<file path="src/rtl/multdiv_iter.sv">
// Iterative RV32M multiply/divide unit that shares the EX-stage ALU adder.
// One operand latch, 32 add/sub steps, a sign fix-up, then a one-cycle result pulse.
module multdiv_iter #(
  parameter bit EARLY_DIVZERO = 1'b1
) (
  input  logic        clk,
  input  logic        rst,
  input  logic        en_i,
  input  logic        kill_i,
  input  logic [2:0]  op_i,
  input  logic [31:0] rs1_i,
  input  logic [31:0] rs2_i,
  input  logic [33:0] adder_result_ext_i,
  output logic [31:0] multdiv_operand_a_o,
  output logic [31:0] multdiv_operand_b_o,
  output logic        alu_req_o,
  output logic        alu_sub_o,
  output logic        busy_o,
  output logic        valid_o,
  output logic [31:0] result_o
);

  typedef enum logic [2:0] {
    IDLE, PREP, ITER, FIX, DONE
  } state_e;

  state_e      state_q, state_d;
  logic [2:0]  op_q, op_d;
  logic [31:0] a_q, a_d;
  logic [31:0] b_q, b_d;
  logic [31:0] hi_q, hi_d;
  logic [31:0] lo_q, lo_d;
  logic [31:0] m_q, m_d;
  logic [4:0]  cnt_q, cnt_d;
  logic [31:0] res_q, res_d;

  logic [31:0] sum;
  logic        carry;
  logic        is_div, divz;
  logic        sgn_a, sgn_b;
  logic [31:0] abs_a, abs_b;
  logic [31:0] quo, rem;
  logic [63:0] prod, prod_f;
  logic        qbit;
  logic        unused_lsb;

  assign sum        = adder_result_ext_i[32:1];
  assign carry      = adder_result_ext_i[33];
  assign unused_lsb = adder_result_ext_i[0];

  assign is_div = op_q[2];
  assign divz   = (b_q == 32'd0);
  assign sgn_a  = a_q[31] & ((op_q == 3'd1) | (op_q == 3'd2) |
                             (op_q == 3'd4) | (op_q == 3'd6));
  assign sgn_b  = b_q[31] & ((op_q == 3'd1) | (op_q == 3'd4) |
                             (op_q == 3'd6));
  assign abs_a  = sgn_a ? (32'd0 - a_q) : a_q;
  assign abs_b  = sgn_b ? (32'd0 - b_q) : b_q;

  // A zero divisor leaves the quotient at all-ones unsigned.
  assign prod   = {hi_q, lo_q};
  assign prod_f = (sgn_a ^ sgn_b) ? (64'd0 - prod) : prod;
  assign quo    = ((sgn_a ^ sgn_b) & ~divz) ? (32'd0 - lo_q) : lo_q;
  assign rem    = sgn_a ? (32'd0 - hi_q) : hi_q;
  assign qbit   = hi_q[31] | carry;

  always_comb begin
    state_d = state_q;
    op_d    = op_q;
    a_d     = a_q;
    b_d     = b_q;
    hi_d    = hi_q;
    lo_d    = lo_q;
    m_d     = m_q;
    cnt_d   = cnt_q;
    res_d   = res_q;
    alu_req_o           = 1'b0;
    alu_sub_o           = 1'b0;
    multdiv_operand_a_o = 32'd0;
    multdiv_operand_b_o = 32'd0;
    unique case (state_q)
      IDLE: begin
        if (en_i && !kill_i) begin
          state_d = PREP;
          op_d    = op_i;
          a_d     = rs1_i;
          b_d     = rs2_i;
        end
      end
      PREP: begin
        cnt_d = 5'd31;
        hi_d  = 32'd0;
        lo_d  = is_div ? abs_a : abs_b;
        m_d   = is_div ? abs_b : abs_a;
        if (is_div && divz && EARLY_DIVZERO) begin
          res_d   = op_q[1] ? a_q : 32'hFFFF_FFFF;
          state_d = DONE;
        end else begin
          state_d = ITER;
        end
      end
      ITER: begin
        alu_req_o           = 1'b1;
        multdiv_operand_b_o = m_q;
        if (is_div) begin
          alu_sub_o           = 1'b1;
          multdiv_operand_a_o = {hi_q[30:0], lo_q[31]};
          hi_d = qbit ? sum : {hi_q[30:0], lo_q[31]};
          lo_d = {lo_q[30:0], qbit};
        end else begin
          multdiv_operand_a_o = hi_q;
          if (lo_q[0]) begin
            hi_d = {carry, sum[31:1]};
            lo_d = {sum[0], lo_q[31:1]};
          end else begin
            hi_d = {1'b0, hi_q[31:1]};
            lo_d = {hi_q[0], lo_q[31:1]};
          end
        end
        cnt_d = cnt_q - 5'd1;
        if (cnt_q == 5'd0) state_d = FIX;
      end
      FIX: begin
        unique case (1'b1)
          (op_q == 3'd0):                  res_d = prod_f[31:0];
          (!op_q[2] && op_q[1:0] != 2'd0): res_d = prod_f[63:32];
          (op_q[2] && !op_q[1]):           res_d = quo;
          (op_q[2] && op_q[1]):            res_d = rem;
          default:                         res_d = res_q;
        endcase
        state_d = DONE;
      end
      DONE: state_d = IDLE;
      default: state_d = IDLE;
    endcase
    if (kill_i && state_q != IDLE) begin
      state_d = IDLE;
      res_d   = res_q;
    end
  end

  always_ff @(posedge clk or negedge rst) begin
    if (!rst) begin
      state_q <= IDLE;
      op_q    <= 3'd0;
      a_q     <= 32'd0;
      b_q     <= 32'd0;
      hi_q    <= 32'd0;
      lo_q    <= 32'd0;
      m_q     <= 32'd0;
      cnt_q   <= 5'd0;
      res_q   <= 32'd0;
    end else begin
      state_q <= state_d;
      op_q    <= op_d;
      a_q     <= a_d;
      b_q     <= b_d;
      hi_q    <= hi_d;
      lo_q    <= lo_d;
      m_q     <= m_d;
      cnt_q   <= cnt_d;
      res_q   <= res_d;
    end
  end

  assign busy_o   = (state_q != IDLE);
  assign valid_o  = (state_q == DONE);
  assign result_o = res_q;

endmodule

</file>
<file path="config.mk">
export PLATFORM = sky130hd
export DESIGN_NAME = multdiv_iter
export DESIGN_NICKNAME = d
export VERILOG_FILES = /design/src/rtl/multdiv_iter.sv
export SDC_FILE = /design/constraint.sdc
export NUM_CORES = 1
export LEC_CHECK = 0
export BUFFER_PORTS_ARGS = -buffer_cell sky130_fd_sc_hd__buf_2
export CAP_MARGIN = 20
export CORE_ASPECT_RATIO = 0.75
export CORE_MARGIN = 2
export CORE_UTILIZATION = 56
export DETAILED_ROUTE_END_ITERATION = 8
export GPL_TIMING_DRIVEN = 1
export PLACE_DENSITY_LB_ADDON = 0.05
export SYNTH_ARGS = -nofsm -noshare
export SYNTH_HDL_FRONTEND = slang
export SYNTH_SLANG_ARGS = --single-unit
</file>
<file path="constraint.sdc">
create_clock -name clk -period 3.7 [get_ports clk]
set_clock_uncertainty 0.05 [all_clocks]
set_input_delay 0.37 -clock clk [delete_from_list [all_inputs] [get_ports clk]]
set_output_delay 0.37 -clock clk [all_outputs]
set_load 0.01 [all_outputs]
</file>
==> results of run 1 <==
==> sequential cells by signal (all words and copies together) (netlist names) <==
name and cells:
m_q 32, state_q 3, hi_q 32, lo_q 32, op_q 3, cnt_q 5
result_o 32, a_q 32, b_q 32
==> layer usage <==
| layer | vias up | GRT usage, % | share of wire (%) |
|---|---|---|---|
| li1 | 6855 | - | - |
| met4 | 2 | 7.18 | 1.7 |
| met3 | 78 | 10.1 | 13 |
| met1 | 7455 | 61.3 | 45 |
| met5 | - | 0 | 0.014 |
| met2 | 908 | 53.3 | 40 |
==> path summary, 6_finish.rpt <==
check / from / slack (ps) / endpoint
min reg2reg: m_q[13]$_DFFE_PN0P_ / 420 / m_q[13]$_DFFE_PN0P_
max reg2reg: a_q[8]$_DFFE_PN0P_ / 160 / lo_q[23]$_DFFE_PN0P_
max in group asynchronous: rst / 2210 / m_q[4]$_DFFE_PN0P_
min in group asynchronous: rst / 450 / result_o[13]$_DFFE_PN0P_
max: a_q[8]$_DFFE_PN0P_ / 160 / lo_q[23]$_DFFE_PN0P_
min: rs1_i[31] / 8 / a_q[31]$_DFFE_PN0P_
==> through the flow <==
step	hold slack [ps]	setup WS (ps)	utilization, %
2_1_floorplan	24.4	1060	-
3_3_place_gp	399	456	62.2
3_5_place_dp	411	404	62.2
4_1_cts	4.39	379	64.8
5_1_grt	15.3	35.9	64.9
6_report	7.50	161	64.9
==> synth_stat cells (5+ instances only) <==
library cell / instances / share of area [%]
a211o_1: 5 / 0.29
a211oi_1: 44 / 2.2
a21o_1: 7 / 0.34
a21oi_1: 120 / 3.9
a221o_1: 17 / 1.1
a221oi_1: 9 / 0.51
a22o_1: 32 / 1.8
a31oi_1: 43 / 1.8
a41oi_1: 7 / 0.40
and2_1: 9 / 0.37
and3_1: 43 / 1.8
buf_1: 13 / 0.32
buf_2: 24 / 0.78
clkbuf_1: 151 / 3.7
dfrtp_1: 203 / 33
ha_1: 6 / 0.49
inv_1: 28 / 0.69
mux2_2: 73 / 5.4
mux2i_1: 107 / 7.0
nand2_1: 132 / 3.2
nand2b_1: 6 / 0.24
nand3_1: 33 / 1.1
nand4_1: 7 / 0.29
nor2_1: 159 / 3.9
nor2b_1: 25 / 1.0
nor3_1: 56 / 1.8
nor3b_1: 7 / 0.34
nor4_1: 18 / 0.73
o211ai_1: 13 / 0.64
o21ai_0: 87 / 2.8
o21ai_1: 11 / 0.36
o221ai_1: 31 / 1.8
o22ai_1: 12 / 0.49
o31ai_1: 15 / 0.73
o41ai_1: 5 / 0.29
or3_1: 19 / 0.78
or4_1: 13 / 0.64
xnor2_1: 64 / 3.7
xor2_1: 58 / 3.3
==> cell families (layout without fill, tap and decap cells) <==
logic type | count (synthesis) | after routing | synth area share, %
simple gates | 558 | 558 | 18.4
compound gates | 508 | 508 | 22.9
buf+inv | 220 | 356 | 5.71
flops | 203 | 203 | 33.1
mux | 181 | 181 | 12.4
xor+xnor | 122 | 122 | 6.97
fa+ha+maj | 6 | 6 | 0.490
other cells | 0 | 2 | 0
==> final cells by class <==
type | count | area [um^2]
Sequential cell | 203 | 5080
Fill cell | 2370 | 9460
Antenna cell | 2 | 5.00
Multi-Input combinational cell | 1375 | 9400
Inverter | 28 | 105
Tap cell | 351 | 439
Clock buffer | 29 | 648
Timing Repair Buffer | 289 | 1740
Clock inverter | 10 | 62.6
==> power breakdown <==
group	internal [mW]	leakage, nW	switching, mW	total [mW]
Clock	1.24	0.353	1.01	2.25
Sequential	2.97	2.49	1.35	4.32
Combinational	2.55	4.92	3.66	6.21
==> critical path, cell delays in order (launching register included) <==
cell and delay (ps):
dfrtp_1 380, nor3_1 740, nand4b_1 470, nor3_1 750
a21oi_1 180, xnor2_1 360, mux2i_1 180, a221o_1 320
==> out/metrics.cfg, run 1 <==
[cells_and_area]
finish.instance_area_um2 = 17500
final_common_cell = buf_2
fin_nets = 2030
syn2layout_area_growth_pct = 14.0
drive_above_1_share_pct = 23.1
finalNonFillerCells = 2287
final_cell_mix = 202 x buf_2, 201 x dfrtp_1, 157 x nor2_1, 130 x nand2_1, 120 x a21oi_1

[global_routing]
grt_antenna_before_repair = 2
grt_util_all_layers_pct = 38.9
grt_max_degree = 104
overflow = 0
grt_pass1_vias = 13900
grt_pass1_wl_um = 86000

[setup_path]
reg2reg_depth = 7
critPathKind = flop to flop
end_kind = flop
cp-start-kind = flop
critical_path_required_ps = 4060
cp.arrival_ps = 3900
path_max_fanout = 7

[clock_tree]
htreeDepth = 1
clkTransAtPathRegs_ps = 70
root_buffer = clkbuf_16
cts_resized = 0
clkSinkCount = 203
cts_buffers = 22
postCtsHoldBufs = 1
worstSkewPairLatency_ps = 540
clock_path_buffers = 3
cts_tree = done
cts_setup_buffers = 0

[power]
power.density_nw_per_um2 = 731
cellLeakagePower_nw = 7.76
peakVddDrop_v = 0.000361
fin_total_pwr_mw = 12.8

[sta]
final_hold_viol_count = 0
maxSlewHeadroom_pct = 34.2
fin_crit_sh_pct = 95.7
tightestPinTransition_ps = 987
rsz0062_at_grt = no
fmax_ghz = 0.283
min_period_ps = 3540
slew_viol_final = 0
finalSetupTns_ps = 0
finalSetupViolations = 0

[route]
dr_total_vias = 15300
route.final.wire_length_um = 56800
wire_per_inst_um = 24.8
drt_iter0_drc = 2242
final_antenna_net_count = 0
drc = 0
vias_per_cell = 6.69
firstDrtPassIters = 6

[die]
pin_count = 205
rows = 52
initial_core_util_pct = 56.9
fp.dieArea_um2 = 28700
core_area_um2 = 26900
dieWidth_um = 195
die-height_um = 147

[synthesis]
ys_ff_latch = 203
avgSynthCellArea_um2 = 8.52
syn_area_um2 = 15300
synth.distinct_cells = 90
async_reset_ff_share_pct = 100
syn-instance-count = 1798
ys_warn_count = 0
synth.net_count = 1909
yosysSeqAreaShare_pct = 33.1
synth_top_flop_cell = dfrtp_1
synth-edff-count = 0

[placed_design]
placed_area_um2 = 16700
port_buffers = 203
placed_cells = 2244
hpwl_um = 41700
gp_congestion = 0.955

[worst_hold_path]
whs_path_depth = 2
hp-class = input port to flop

[run_status]
status = finished clean

[job]
max-cap-violations = 0

(Power assumes the default switching activity.)
==> run 2: changes to the inputs <==
--- a/config.mk
+++ b/config.mk
@@ -7,9 +7,11 @@
 export LEC_CHECK = 0
 export BUFFER_PORTS_ARGS = -buffer_cell sky130_fd_sc_hd__buf_2
 export CAP_MARGIN = 20
+export CELL_PAD_IN_SITES_DETAIL_PLACEMENT = 1
+export CELL_PAD_IN_SITES_GLOBAL_PLACEMENT = 1
 export CORE_ASPECT_RATIO = 0.75
 export CORE_MARGIN = 2
-export CORE_UTILIZATION = 56
+export CORE_UTILIZATION = 45
 export DETAILED_ROUTE_END_ITERATION = 8
 export GPL_TIMING_DRIVEN = 1
 export PLACE_DENSITY_LB_ADDON = 0.05
==> run 2 against run 1 <==
Against the previous run:
- first-iteration DRC count is 35% lower
- clock power is 15% higher
- critical endpoint is now result_o[1]$_DFFE_PN0P_
- critical path depth stayed put
- worst setup slack better by 92 ps
- sequential share of layout area is 0.10 points lower
- via count is 1.4% lower
==> out/metrics.cfg, run 2 (synthesized netlist as in run 1, its figures left out) <==
[run_status]
status = finished clean

[setup_path]
cp-start-kind = flop
r2r_end = result_o[1]$_DFFE_PN0P_
critPathKind = flop to flop
rrSetupSlack_ps = 250
rr_startpoint = op_q[2]$_DFFE_PN0P_
reg2reg_depth = 7
cp.arrival_ps = 3790
end_kind = flop
path_max_fanout = 21
critical_path_required_ps = 4040

[die]
fp.dieArea_um2 = 35600
dieWidth_um = 217
die-height_um = 164
core_area_um2 = 33500
initial_core_util_pct = 45.7
rows = 58
pin_count = 205

[sta]
final_hold_viol_count = 0
finalSetupViolations = 0
min_period_ps = 3450
finalSetupTns_ps = 0
tightestPinTransition_ps = 1100
fmax_ghz = 0.290
rsz0062_at_grt = no
maxSlewHeadroom_pct = 26.9
slew_viol_final = 0
fin_crit_sh_pct = 93.2
setup_ws_ps = 252
whs_ps = 11.8

[clock_tree]
clock_path_buffers = 3
cts_resized = 0
postCtsHoldBufs = 3
cts_tree = done
clkSinkCount = 203
cts_buffers = 24
root_buffer = clkbuf_16
cts_setup_buffers = 0
worstSkewPairLatency_ps = 540
clkTransAtPathRegs_ps = 60
htreeDepth = 1

[cells_and_area]
finish.instance_area_um2 = 17500
final_common_cell = buf_2
final_cell_mix = 202 x buf_2, 201 x dfrtp_1, 156 x nor2_1, 130 x nand2_1, 120 x a21oi_1
syn2layout_area_growth_pct = 14.4
drive_above_1_share_pct = 22.2
finalNonFillerCells = 2368
fin_nets = 2008
fin_util_pct = 52.3

[placed_design]
post-place-ws_ps = 441
port_buffers = 203
gp_congestion = 0.904
placed_area_um2 = 16600
hpwl_um = 42500
placed_cells = 2316

[worst_hold_path]
min_delay_worst_endpoint = a_q[5]$_DFFE_PN0P_
hp-start = rs1_i[5]
hp-class = input port to flop
whs_path_depth = 2

[route]
route.final.wire_length_um = 59100
wire_per_inst_um = 24.9
drt_iter0_drc = 1458
met2WireLength_um = 25800
firstDrtPassIters = 5
drc = 0
wl_met1_um = 27900
final_antenna_net_count = 0
vias_per_cell = 6.37
highest-signal-layer = met4
dr_total_vias = 15100
wl_met3_um = 4460

[power]
power.density_nw_per_um2 = 738
fin_total_pwr_mw = 12.9
peakVddDrop_v = 0.000417
cellLeakagePower_nw = 7.69

[global_routing]
grt_max_degree = 108
grt_pass1_wl_um = 90800
overflow = 0
grt_antenna_before_repair = 3
grt_util_all_layers_pct = 32.8
grt_pass1_vias = 15000

[job]
max-cap-violations = 0

==> run 2: changes by cell type in the layout (fill, tap and decap cells not counted), sizes merged <==
cell	delta
dlygate4sd3	+2
clkinvlp	+1
bufinv	+3
inv	-2
diode	+1
buf	-26
clkbuf	+3
==> run 2: how the worst max path moves through the flow <==
stage / slack (ps) / from / endpoint / depth (start not counted)
floorplan: 1060 / b_q[0]$_DFFE_PN0P_ / result_o[24]$_DFFE_PN0P_ / 11
global placement: 610 / op_q[2]$_DFFE_PN0P_ / result_o[27]$_DFFE_PN0P_ / 7
detailed placement: 440 / lo_q[23]$_DFFE_PN0P_ / result_o[17]$_DFFE_PN0P_ / 9
CTS: 420 / lo_q[23]$_DFFE_PN0P_ / result_o[17]$_DFFE_PN0P_ / 9
finish: 250 / op_q[2]$_DFFE_PN0P_ / result_o[1]$_DFFE_PN0P_ / 7
global route: 130 / lo_q[13]$_DFFE_PN0P_ / result_o[17]$_DFFE_PN0P_ / 9
==> run 2: layer usage <==
metal / vias to the layer above / track usage [%]
li1: 6804 / -
met1: 7695 / 48.7
met2: 516 / 49.9
met3: 64 / 5.91
met4: 0 / 6.10
met5: - / 0
==> run 2: worst max-delay path, stage by stage (launching register included) <==
cell      delay (ps)
dfrtp_4          600
nor3b_1          490
o21ai_1          190
and2_1           460
nor2_1           530
o21ai_0          170
a221oi_1         610
o21ai_0          190
==> run 2: cell type report <==
class / count / area (um^2)
antenna: 3 / 7.51
clock buffer: 32 / 702
clock inverter: 12 / 146
fill: 4041 / 16000
inverter: 28 / 105
multi-input combinational: 1375 / 9400
sequential: 203 / 5080
tap: 450 / 563
timing repair buffer: 265 / 1530
==> run 2: report_power, final <==
group	switching, mW	internal (mW)	leakage [nW]
Clock	1.04	1.54	0.413
Sequential	1.42	2.97	2.49
Combinational	3.52	2.46	4.79
==> run 3: changes to the inputs <==
==> constraint.sdc (replaced) <==
create_clock -name clk -period 3.4 [get_ports clk]
set_clock_uncertainty 0.05 [all_clocks]
set_input_delay 0.34 -clock clk [delete_from_list [all_inputs] [get_ports clk]]
set_output_delay 0.34 -clock clk [all_outputs]
set_load 0.01 [all_outputs]
==> run 3 against run 2 <==
Against the previous run:
- utilization up 2.6 points
- register-to-register slack worse by 80 ps
- sequential power up 5.5%
- flip-flop and latch count unchanged
- final cell count up 3.8%
- critical path type unchanged
- critical endpoint is now result_o[16]$_DFFE_PN0P_
- largest cell class unchanged
- largest power group unchanged
==> out/metrics.cfg, run 3 (synthesized netlist as in run 1, its figures left out) <==
[route]
drt_iter0_drc = 1501
wire_per_inst_um = 25.0
drc = 0
final_antenna_net_count = 0
route.final.wire_length_um = 61400
dr_total_vias = 15500
firstDrtPassIters = 5
vias_per_cell = 6.32

[clock_tree]
clkTransAtPathRegs_ps = 60
cts_buffers = 24
htreeDepth = 1
cts_tree = done
worstSkewPairLatency_ps = 550
clock_path_buffers = 3
clkSinkCount = 203
cts_setup_buffers = 0
root_buffer = clkbuf_16

[sta]
slew_viol_final = 0
min_period_ps = 3230
finalSetupViolations = 0
rsz0062_at_grt = no
fin_crit_sh_pct = 94.9
tightestPinTransition_ps = 1090
fmax_ghz = 0.310
final_hold_viol_count = 0
finalSetupTns_ps = 0
maxSlewHeadroom_pct = 27.5

[setup_path]
end_kind = flop
critical-path-max-stage-delay_ps = 680
critical_path_required_ps = 3750
rrSetupSlack_ps = 170
cp.arrival_ps = 3580
cp-start-kind = flop
critPathKind = flop to flop
cp_cell_sequence = or4_1 > nor4_4 > and3_1 > nor3_1 > xor2_1 > a211oi_1 > o21ai_1
path_max_fanout = 6
slowest_stage = or4_1

[worst_hold_path]
hp-class = input port to flop

[global_routing]
overflow = 0
grt_pass1_wl_um = 93700
grt_util_all_layers_pct = 34.1
grt_pass1_vias = 15400
grt_max_degree = 91
grt_antenna_before_repair = 2

[die]
dieWidth_um = 217
die-height_um = 164
fp.dieArea_um2 = 35600
initial_core_util_pct = 45.7
core_area_um2 = 33500
pin_count = 205
rows = 58

[cells_and_area]
drive_above_1_share_pct = 22.5
final_cell_mix = 202 x buf_2, 201 x dfrtp_1, 156 x nor2_1, 130 x nand2_1, 120 x a21oi_1
fin_util_pct = 55.0
fin_nets = 2100
final_common_cell = buf_2
syn2layout_area_growth_pct = 20.2

[power]
power.density_nw_per_um2 = 783
peakVddDrop_v = 0.000431
cellLeakagePower_nw = 8.11

[placed_design]
hpwl_um = 43300
port_buffers = 203
gp_congestion = 0.895

[run_status]
status = finished clean

[job]
max-cap-violations = 0

## run 3: path summary, 6_finish.rpt
check,cells past startpoint,start,to
max in group asynchronous,3,rst,op_q[2]$_DFFE_PN0P_
worst min-delay path,2,rs1_i[11],a_q[11]$_DFFE_PN0P_
worst max register to register,7,b_q[14]$_DFFE_PN0P_,result_o[16]$_DFFE_PN0P_
worst min register to register,2,result_o[4]$_DFFE_PN0P_,result_o[4]$_DFFE_PN0P_
worst max-delay path,7,b_q[14]$_DFFE_PN0P_,result_o[16]$_DFFE_PN0P_
min in group asynchronous,2,rst,hi_q[13]$_DFFE_PN0P_
## run 3: routing by layer
metal | vias to the layer above | wire length, um | GRT usage, % | share of wire, %
li1 | 7004 | - | - | -
met1 | 7968 | 29500 | 50.7 | 48
met2 | 476 | 27300 | 52.9 | 44
met3 | 84 | 3370 | 4.17 | 5.5
met4 | 0 | 1300 | 7.44 | 2.1
met5 | - | 0 | 0 | 0
## run 3: through the flow
stage          cell area, um^2  hold WS (ps)  total power, mW  setup slack [ps]  cells
3_3_place_gp             16900           402             11.1               339   2344
2_1_floorplan            15300         -5.59             8.85               761   1798
4_1_cts                  18400          3.14             14.3               254   2456
5_1_grt                  18400          2.05             15.2              92.8   2458
3_5_place_dp             16900           416             11.3               317   2344
6_report                 18400          11.5             14.4               174   2459
## run 3: repair_timing
item                                   CTS  global route
hold buffers                            68             0
endpoints found under the hold margin  152             0
gates resized for setup                  0             0
## run 3: final cells by class
| cell class | instances | area (um^2) |
|---|---|---|
| clock inverters | 10 | 153 |
| well taps | 450 | 563 |
| clock buffers | 34 | 709 |
| fillers | 3927 | 15100 |
| repair buffers | 357 | 2400 |
| inverters | 28 | 105 |
| multi-input cells | 1375 | 9400 |
| flip-flops and latches | 203 | 5080 |
| diodes | 2 | 5.00 |
## run 3: power by group
group	switching, mW	internal (mW)
Sequential	1.39	3.23
Clock	1.13	1.75
Combinational	4.07	2.85
## run 3: worst max-delay path, delay by kind of cell, from the launching register on
family,cells,cell delay (ps)
AND/OR/NAND/NOR,4,1740
AO/OA/AOI/OAI,2,670
XOR/XNOR,1,190
flip-flops,1,420
